### src/rtl/cpu_pkg.sv
// Shared CPU types: fetch-control state encoding and the PC increment.
// Imported by the fetch-stage next-PC logic and its helpers.
package cpu_pkg;

    typedef enum logic [1:0] {
        BOOT = 2'd0,
        RUN  = 2'd1,
        HALT = 2'd2
    } state_t;

    localparam logic [31:0] PC_INCR = 32'd4;

endpackage

### src/rtl/branch_target_gen.sv
// Branch target adder: pcplus4 + (signimm << 2), modulo 2^32.
// Ports: pcplus4, signimm (word offset) in; target out.
module branch_target_gen (
    input  logic [31:0] pcplus4,
    input  logic [31:0] signimm,
    output logic [31:0] target
);

    // The shift drops signimm[31:30], which is the intended behaviour.
    assign target = pcplus4 + (signimm << 2);

endmodule

### src/rtl/pc_next_unit.sv
// Next-PC selection and fetch bookkeeping with a BOOT/RUN/HALT control FSM.
// Ports: clk, reset (sync, high), stall, halt, branch_taken, signimm, jump,
//        jidx in; pc, pcplus4, fetch_valid, fetch_count, halted out.
module pc_next_unit
    import cpu_pkg::*;
#(
    parameter logic [31:0] RESET_VECTOR = 32'h0000_0000
) (
    input  logic        clk,
    input  logic        reset,
    input  logic        stall,
    input  logic        halt,
    input  logic        branch_taken,
    input  logic [31:0] signimm,
    input  logic        jump,
    input  logic [25:0] jidx,
    output logic [31:0] pc,
    output logic [31:0] pcplus4,
    output logic        fetch_valid,
    output logic [15:0] fetch_count,
    output logic        halted
);

    state_t      state;
    state_t      state_n;
    logic [31:0] pc_n;
    logic [15:0] count_n;
    logic [31:0] btarget;
    logic [31:0] jtarget;

    assign pcplus4 = pc + PC_INCR;
    assign jtarget = {pcplus4[31:28], jidx, 2'b00};

    branch_target_gen u_btg (
        .pcplus4 (pcplus4),
        .signimm (signimm),
        .target  (btarget)
    );

    always_comb begin
        state_n = state;
        pc_n    = pc;
        count_n = fetch_count;
        unique case (state)
            BOOT: state_n = RUN;
            RUN: begin
                // halt wins over everything, stall over any redirect
                if (halt) begin
                    state_n = HALT;
                end else if (!stall) begin
                    count_n = fetch_count + 16'd1;
                    if (jump)
                        pc_n = jtarget;
                    else if (branch_taken)
                        pc_n = btarget;
                    else
                        pc_n = pcplus4;
                end
            end
            HALT: state_n = HALT;
            default: state_n = BOOT;
        endcase
    end

    always_ff @(posedge clk) begin
        if (reset) begin
            state       <= BOOT;
            pc          <= RESET_VECTOR;
            fetch_count <= 16'd0;
        end else begin
            state       <= state_n;
            pc          <= pc_n;
            fetch_count <= count_n;
        end
    end

    assign fetch_valid = (state == RUN);
    assign halted      = (state == HALT);

endmodule

### config.mk
export PLATFORM = sky130hd
export DESIGN_NAME = pc_next_unit
export DESIGN_NICKNAME = d
export VERILOG_FILES = /design/src/rtl/cpu_pkg.sv /design/src/rtl/branch_target_gen.sv /design/src/rtl/pc_next_unit.sv
export SDC_FILE = /design/constraint.sdc
export NUM_CORES = 1
export LEC_CHECK = 0
export ABC_AREA = 1
export CAP_MARGIN = 5
export CELL_PAD_IN_SITES_DETAIL_PLACEMENT = 1
export CELL_PAD_IN_SITES_GLOBAL_PLACEMENT = 1
export CORE_MARGIN = 1
export CORE_UTILIZATION = 34
export DETAILED_ROUTE_END_ITERATION = 6
export PLACE_DENSITY = 0.87
export SKIP_LAST_GASP = 1
export SLEW_MARGIN = 40
export SYNTH_ARGS = -nofsm -noshare
export SYNTH_HDL_FRONTEND = slang
export SYNTH_HIERARCHICAL = 1
export SYNTH_SLANG_ARGS = --single-unit
### constraint.sdc
create_clock -name clk -period 3.6 [get_ports clk]
set_input_delay 0.72 -clock clk [delete_from_list [all_inputs] [get_ports clk]]
set_output_delay 0.72 -clock clk [all_outputs]
set_load 0.01 [all_outputs]
==> flow_summary.toml <==
[outcome]
outcome = "completed"

[min_path]
hold_class = "reg -> reg"

[timing]
fmax_mhz = 300
tns_ps = 0
finalCritPeriodShare_pct = 92.7
worst_pin_slew_ps = 508
report.final.slew_viol_count = 0
setup_viol = 0
finClkSkew_ps = 4.79
rsz0062_at_grt = "false"
final-hold-violation-count = 0
period_needed_ps = 3340
relSlewSlack_pct = 66.1

[yosys]
ys_types = 38
ys_ff_latch = 50
ys.flop_type = "dfxtp_1"
synthArstFlopShare_pct = 0
yosysWarnings = 6
synth_edf_count = 0
yosysSeqAreaShare_pct = 18.0
syn-instance-count = 948
synth_fp_nets = 1047
syn_avg_cell_area_um2 = 5.88
synth.area.top_cells = "nand2_1 (22%), dfxtp_1 (18%), inv_1 (9.3%)"
yosysTopAreaCell = "nand2_1"
netlist.area_leader.share_pct = 21.9
netlist_area_mm2 = 0.00557

[floorplan]
core_area_mm2 = 0.0159
die_w_um = 130
io_pins = 146
start_util_pct = 34.9
die_height_um = 130
dieArea_mm2 = 0.0169
num_rows = 46

[cells_and_area]
fill_cells = 2201
layout_common_cells = "nand2_1 (325), clkdlybuf4s50_1 (143), inv_1 (138)"
diodes = 0
area_growth_syn_to_layout_pct = 33.8
final_common_cell = "nand2_1"
fin_nets = 1190
stdcell_count = 1308
drive_gt1_share_pct = 7.78

[critical_path]
cp_max_fo = 6
worst_setup_path_start_kind = "flop"
crit_type = "reg -> reg"
worstPathArrival_ps = 3520
worstPathRequired_ps = 3780
regToRegSetupSlack_ps = 260
crit_path_end_kind = "flop"

[clock_network]
cts_tree = "done"
cts_root_buffer = "clkbuf_16"
clk_latency_ps = 300
cts.sinks = 50
cts_made_buffers = 5
clkTransAtPathRegs_ps = 70
cts_max_level = 2
cts_buffer_depth = 2

[detailed_routing]
post-route-drc-count = 0
wl_per_cell_um = 16.9
vias = 6694
wl_mm = 22.1
viasPerCell = 5.12
drt_iter0_drc = 325
drtPass1Iterations = 4
drtAntennaViolNets = 0

[grt]
grt_max_degree = 33
grt_pass1_vias = 6564
grt_usage_pct = 26.5
gr-total-overflow = 0
grt_pass1_wl_mm = 34.2
antenna_found_initial = 0

[placement]
finalWeightedCongestion = 0.931
numPortBuffers = 143
dp.final_hpwl_mm = 18.5
dp.cells = 1300

[power_and_ir_drop]
powerDensity_mw_per_mm2 = 315
power_frac_clock_pct = 23.5
p_leak_nw = 3.47
p_sw_mw = 0.946
sw_frac_of_total_pct = 40.3
vdd_ir_drop_max_mv = 0.220
seqPwrFrac_pct = 29.2
combPwrFrac_pct = 47.3
intPower_mw = 1.40

[job]
maxCapViolCount = 0
[worst paths after layout]
path / cells past startpoint / from / endpoint
setup / recovery: 17 / pc[3] / pc[26]
hold / removal: 2 / fetch_count[6] / fetch_count[6]
setup reg to reg: 17 / pc[3] / pc[26]
hold reg to reg: 2 / fetch_count[6] / fetch_count[6]
[layout make-up]
| cell class | instances | area (um2) | share of cell area (%) |
|---|---|---|---|
| tap | 216 | 270 | 3.63 |
| inverter | 142 | 533 | 7.15 |
| multi-input combinational | 733 | 3940 | 52.8 |
| clock buffer | 7 | 133 | 1.78 |
| clock inverter | 1 | 30.0 | 0.403 |
| timing repair buffer | 159 | 1550 | 20.8 |
| sequential | 50 | 1000 | 13.4 |
[registers in the layout, summed over array words and instances (netlist names)]
name	count
pc	32
fetch_count	16
state	2
[stage by stage]
step	power [mW]	worst slack (ps)	util (%)	cell area (um2)	hold WS, ps
global placement	1.76	301	45.7	7290	475
floorplan	1.29	709	-	5570	474
CTS	2.35	184	46.7	7450	500
finish	2.34	263	46.8	7450	496
detailed placement	1.79	213	45.7	7290	490
global route	2.49	37.4	46.8	7450	529
[power groups by stage]
stage               sequential, mW  combinational (mW)  clock, mW
floorplan                    0.689               0.604          0
global placement             0.691                1.07          0
detailed placement           0.693                1.10          0
CTS                          0.682                1.11      0.562
global route                 0.691                1.21      0.585
finish                       0.684                1.11      0.552
[cells by family after synthesis]
family / synth area share (%)
simple gates: 41.3
buf+inv: 11.5
compound gates: 15.7
flops: 18.0
fa+ha+maj: 7.99
xor+xnor: 5.50
[Yosys cell counts (6+ instances only)]
master,count
nand2_1,325
inv_1,138
nor2_1,77
a21oi_1,68
dfxtp_1,50
o21ai_0,44
nand3_1,43
ha_1,34
a221oi_1,21
nand2_2,17
clkbuf_1,14
xor2_1,14
nand4_1,10
nor2_4,9
and2_1,8
nor2_2,8
xnor2_1,8
xor2_2,7
o21bai_1,6
[worst max-delay path: stages (launching register included)]
cell,delay (ps)
dfxtp_1,390
ha_1,200
inv_1,80
nor2_4,170
nand2_2,130
nor2_8,180
nand3_1,110
and2_1,210
ha_1,410
nand2_1,110
nor2_1,210
nand2_1,120
nor2_1,130
nand2_1,110
nand4_1,120
nand2_1,80
a221oi_1,350
a21oi_1,110
[what timing repair did]
item | in CTS | in global routing
setup buffers | 0 | 0
hold buffers | 0 | 0
setup endpoints to repair | 0 | 1
resized for setup | 0 | 1
[layer usage]
metal,up-vias,part of all wire (%),track usage (%)
met5,-,0,0
met3,44,5.3,3.28
met1,3139,45,34.2
met4,0,3.7,9.51
met2,201,46,45.3
li1,3310,-,-
(Power assumes the default switching activity.)
